### src/rtl/store_buffer.sv
// Store buffer: aligns MEM-stage stores onto bus lanes, checks natural
// alignment, queues accepted stores in a small FIFO and drains them to memory
// over a req/ack handshake. Also flags loads that hit a pending store word.
module store_buffer #(
  parameter int unsigned DW    = 32,
  parameter int unsigned AW    = 32,
  parameter int unsigned DEPTH = 4
) (
  input  logic                       clk,
  input  logic                       reset,
  input  logic                       st_valid,
  input  logic [AW-1:0]              st_addr,
  input  logic [DW-1:0]              st_data,
  input  logic [1:0]                 st_size,
  output logic                       st_ready,
  output logic                       st_exc,
  output logic                       mem_req,
  output logic [AW-1:0]              mem_addr,
  output logic [DW-1:0]              mem_wdata,
  output logic [DW/8-1:0]            mem_byteen,
  input  logic                       mem_ack,
  input  logic                       ld_valid,
  input  logic [AW-1:0]              ld_addr,
  output logic                       ld_hit,
  output logic [$clog2(DEPTH):0]     count
);

  localparam int unsigned NB = DW / 8;
  localparam int unsigned OB = $clog2(NB);
  localparam int unsigned PW = $clog2(DEPTH);
  localparam int unsigned CW = PW + 1;

  logic [AW-1:0] addr_q [DEPTH];
  logic [AW-1:0] addr_d [DEPTH];
  logic [DW-1:0] data_q [DEPTH];
  logic [DW-1:0] data_d [DEPTH];
  logic [NB-1:0] be_q   [DEPTH];
  logic [NB-1:0] be_d   [DEPTH];

  logic [PW-1:0] head_q, head_d, tail_q, tail_d;
  logic [CW-1:0] count_q, count_d;

  logic [OB-1:0] off;
  logic [OB-1:0] off_mask;
  logic [NB-1:0] lane_en;
  logic [DW-1:0] data_m;
  logic [NB-1:0] st_byteen;
  logic [DW-1:0] st_wdata;
  logic [AW-1:0] st_word;
  logic [AW-1:0] ld_word;
  logic          push, pop;

  assign off     = st_addr[OB-1:0];
  assign st_word = {st_addr[AW-1:OB], {OB{1'b0}}};
  assign ld_word = {ld_addr[AW-1:OB], {OB{1'b0}}};

  // Store formatting: exception check, byte enables, lane-aligned data.
  always_comb begin
    off_mask = '0;
    lane_en  = '0;
    data_m   = '0;
    for (int unsigned j = 0; j < OB; j++) begin
      off_mask[j] = (j < 32'(st_size));
    end
    for (int unsigned b = 0; b < NB; b++) begin
      lane_en[b]       = (b < (32'd1 << st_size));
      data_m[b*8 +: 8] = lane_en[b] ? st_data[b*8 +: 8] : 8'h00;
    end
    st_byteen = lane_en << off;
    st_wdata  = data_m << {off, 3'b000};
    st_exc    = st_valid && ((32'(st_size) > OB) || ((off & off_mask) != '0));
  end

  assign st_ready = (count_q < CW'(DEPTH));
  assign mem_req  = (count_q != '0);
  assign push     = st_valid && st_ready && !st_exc;
  assign pop      = mem_req && mem_ack;

  assign mem_addr   = addr_q[head_q];
  assign mem_wdata  = data_q[head_q];
  assign mem_byteen = be_q[head_q];
  assign count      = count_q;

  // Next-state for pointers, occupancy and the entry written at the tail.
  always_comb begin
    addr_d  = addr_q;
    data_d  = data_q;
    be_d    = be_q;
    head_d  = head_q;
    tail_d  = tail_q;
    count_d = count_q + CW'(push) - CW'(pop);
    if (push) begin
      addr_d[tail_q] = st_word;
      data_d[tail_q] = st_wdata;
      be_d[tail_q]   = st_byteen;
      tail_d         = tail_q + 1'b1;
    end
    if (pop) begin
      head_d = head_q + 1'b1;
    end
  end

  // Load hit: only registered, occupied entries; an entry popping this
  // cycle is still occupied and therefore still hits.
  always_comb begin
    logic [PW-1:0] rel;
    ld_hit = 1'b0;
    rel    = '0;
    for (int unsigned i = 0; i < DEPTH; i++) begin
      rel = PW'(i) - head_q;
      if (({1'b0, rel} < count_q) && (addr_q[i] == ld_word)) begin
        ld_hit = ld_valid;
      end
    end
  end

  // Control state with synchronous reset; entry payload needs no reset.
  always_ff @(posedge clk) begin
    if (reset) begin
      head_q  <= '0;
      tail_q  <= '0;
      count_q <= '0;
    end else begin
      head_q  <= head_d;
      tail_q  <= tail_d;
      count_q <= count_d;
    end
  end

  // Entry payload storage.
  always_ff @(posedge clk) begin
    addr_q <= addr_d;
    data_q <= data_d;
    be_q   <= be_d;
  end

endmodule

### config.mk
export PLATFORM = sky130hd
export DESIGN_NAME = store_buffer
export DESIGN_NICKNAME = d
export VERILOG_FILES = /design/src/rtl/store_buffer.sv
export SDC_FILE = /design/constraint.sdc
export NUM_CORES = 1
export LEC_CHECK = 0
export BUFFER_PORTS_ARGS = -buffer_cell sky130_fd_sc_hd__buf_2
export CORE_AREA = 5 5 182 184
export DETAILED_ROUTE_END_ITERATION = 6
export DIE_AREA = 0 0 187 189
export GPL_TIMING_DRIVEN = 0
export PLACE_DENSITY = 0.71
export SETUP_SLACK_MARGIN = 0.3
export SLEW_MARGIN = 40
export SYNTH_ARGS = -nofsm -noshare
export SYNTH_HDL_FRONTEND = slang
export SYNTH_SLANG_ARGS = --single-unit
### constraint.sdc
create_clock -name clk -period 2.74 [get_ports clk]
set_clock_uncertainty 0.2 [all_clocks]
set_input_delay 0.137 -clock clk [delete_from_list [all_inputs] [get_ports clk]]
set_output_delay 0.137 -clock clk [all_outputs]
set_load 0.01 [all_outputs]
==> out/metrics.cfg <==
[placement]
preCtsSetupSlack_ns=-0.185
portBuffers=173
gp_congestion=0.884
dp_hpwl_um=21600
placed_cells=1269

[synth]
netlist_instances=689
ys_seq_area_frac=0.671
yosys_register_bits=271
yosys_warnings=0
syn_area_per_cell_um2=17.4
synth_cell_types=34
synth_area_um2=12000

[min_path]
min_to=data_q[122]
hp-class=in -> reg
hold_depth=3
worstHoldStart=st_data[26]

[route]
first_iter_violations=489
wl_per_cell_um=22.5
first_pass_iters=5
final_antenna_net_count=0
viasPerCell=5.25
drt_wl_total_um=30800
via_count=7192
drc=0

[timing]
tightest_slew_ns=0.646
hold-worst-slack_ns=0.0348
finalHoldViolCount=0
fmax_ghz=0.355
fin_crit_sh=1.03
slew_viol_final=0
setup_tns_ns=-0.0761
setup_ws_ns=-0.0761
layout_min_cycle_time_ns=2.82
setup_viol=1
rsz0062_at_grt=yes
slew_headroom=0.565

[pwr]
leakage_nw=5.36
swShare=0.270
p_int_mw=8.51
p_sw_mw=3.15
power.density_nw_per_um2=765
p_comb_frac=0.265
max-vdd-ir-drop_v=0.000554
power_mw=11.7
power_frac_seq=0.416
p_clk_frac=0.319

[cts]
clock_latency_ns=0.52
cts_sinks=271
htree_levels=1
cts_made_buffers=26
clockRootBuffer=clkbuf_16
path_clk_slew_ns=0.06
clockBufferDepth=3
cts_tree=done

[floorplan]
die_w_um=187
initial_core_util=0.385
row_count=65
core_area_um2=31200
num_io_pins=178
die_h_um=189
die-area_um2=35300

[global_route]
grt_pass1_vias=7450
grt_first_pass_wirelength_um=45800
grt_max_degree=37
overflow=0
antenna_found_initial=2
grtUsageTotal=0.170

[outcome]
violations=negative setup slack
run_status=finished with violations

[critical_path]
crit_fanout=2
rr_startpoint=count[2]
worstPathRequired_ns=2.40
endpoint_kind=output pin
rrSetupSlack_ns=0.39
crit_arrival_ns=2.48
worstSetupPathType=reg -> out
reg2reg_to=count[2]
start_kind=flip-flop
reg2regPathDepth=10

[cells_and_area]
seqCellArea_um2=8080
fin_nets=1060
drive_above_1_share=0.373
final_cell_mix=264 x edfxtp_1, 177 x buf_2, 112 x xor2_1
finalNonFillerCells=1370
areaGrowthSynthToFinish_pct=26.7
multi_input_area_um2=3950
nFillCells=2668
layout_commonest_cell=edfxtp_1

[flow_run]
maxCapViolCount=0

[cell families after synthesis]
logic type | after synthesis | synth area share
and+or+nand+nor | 113 | 0.0486
xor gates and xnor gates | 126 | 0.0918
AOI/OAI and AO/OA | 43 | 0.0219
other | 1 | 0.000312
muxes | 83 | 0.139
DFF | 271 | 0.671
buffers and inverters | 41 | 0.0154
adders and majority gates | 11 | 0.0121
[critical path: stages (launching register included)]
cell and delay (ns):
dfxtp_2 0.31, buf_6 0.12, buf_12 0.12, buf_12 0.12, xnor2_4 0.18, ha_4 0.16, a21oi_2 0.05, nand4_1 0.17
a2111oi_4 0.08, or4_4 0.52, buf_6 0.14
[how the worst max path moves through the flow]
stage	cells past startpoint	from	endpoint	slack, ns
2_1_floorplan	10	count[1]	count[2]	0.30
3_3_place_gp	7	st_addr[0]	data_q[114]	-0.53
3_5_place_dp	9	head_q[1]	ld_hit	-0.19
4_1_cts	9	head_q[0]	ld_hit	-0.09
5_1_grt	11	head_q[0]	ld_hit	-0.17
6_report	10	head_q[0]	ld_hit	-0.08
[stage by stage]
step,utilization,instance area (um2)
floorplan,-,12000
global placement,0.429,13400
detailed placement,0.432,13500
CTS,0.485,15100
global route,0.488,15200
finish,0.488,15200
[state kept, by name, indices dropped and copies added (netlist names)]
name and count:
data_q 128, addr_q 120, be_q 16, count 3, head_q 2, tail_q 2
[repair_timing]
item                                    4_1_cts  5_1_grt
pin swaps                                     7        6
endpoints found under the setup margin       68       64
endpoints found under the hold margin       203        0
gates resized for setup                      61       17
setup buffers                                 6        0
hold buffers                                 45        0
[cell type report]
cell class                      count  area share
Timing Repair Buffer              228      0.0953
Tap cell                          402      0.0330
Sequential cell                   271       0.530
Clock inverter                     10     0.00846
Clock buffer                       37      0.0508
Inverter                           13     0.00320
Antenna cell                        3    0.000493
Multi-Input combinational cell    378       0.260
Buffer                             28      0.0189
[cell usage after synthesis, drive strengths merged]
library cell,number,share of area
xnor2,14,0.010
nor3,5,0.0021
edfxtp,264,0.66
dfxtp,7,0.012
nand2b,1,0.00052
a2111oi,4,0.0034
mux4,66,0.12
conb,1,0.00031
a22oi,8,0.0050
ha,10,0.010
nand4,8,0.0042
or3,1,0.00052
nand3,4,0.0017
clkbuf,9,0.0028
and2,19,0.0099
mux2,7,0.0066
inv,13,0.0041
buf,19,0.0085
or4,1,0.00062
nor2b,3,0.0018
nand2,26,0.0081
or2,1,0.00052
mux2i,10,0.0083
a21oi,10,0.0042
o21ai,16,0.0067
nor2,20,0.0062
o22ai,5,0.0026
nor4,24,0.012
xor2,112,0.082
fa,1,0.0017
[routing by layer]
layer  global-route usage  routed length [um]  vias to the layer above
li1                     -                   -                     3203
met1                0.225               12300                     3551
met2                0.281               14700                      374
met3               0.0465                2950                       62
met4               0.0429                 850                        2
met5                    0                   9                        -
[power by group through the flow]
stage / sequential, mW / combinational (mW) / clock (mW)
2_1_floorplan: 4.92 / 1.63 / 0
3_3_place_gp: 4.94 / 2.65 / 0
3_5_place_dp: 4.94 / 2.69 / 0
4_1_cts: 4.85 / 3.03 / 3.78
5_1_grt: 4.87 / 3.34 / 3.96
6_report: 4.85 / 3.09 / 3.71
Note: power is estimated with default switching activity, not from simulation.
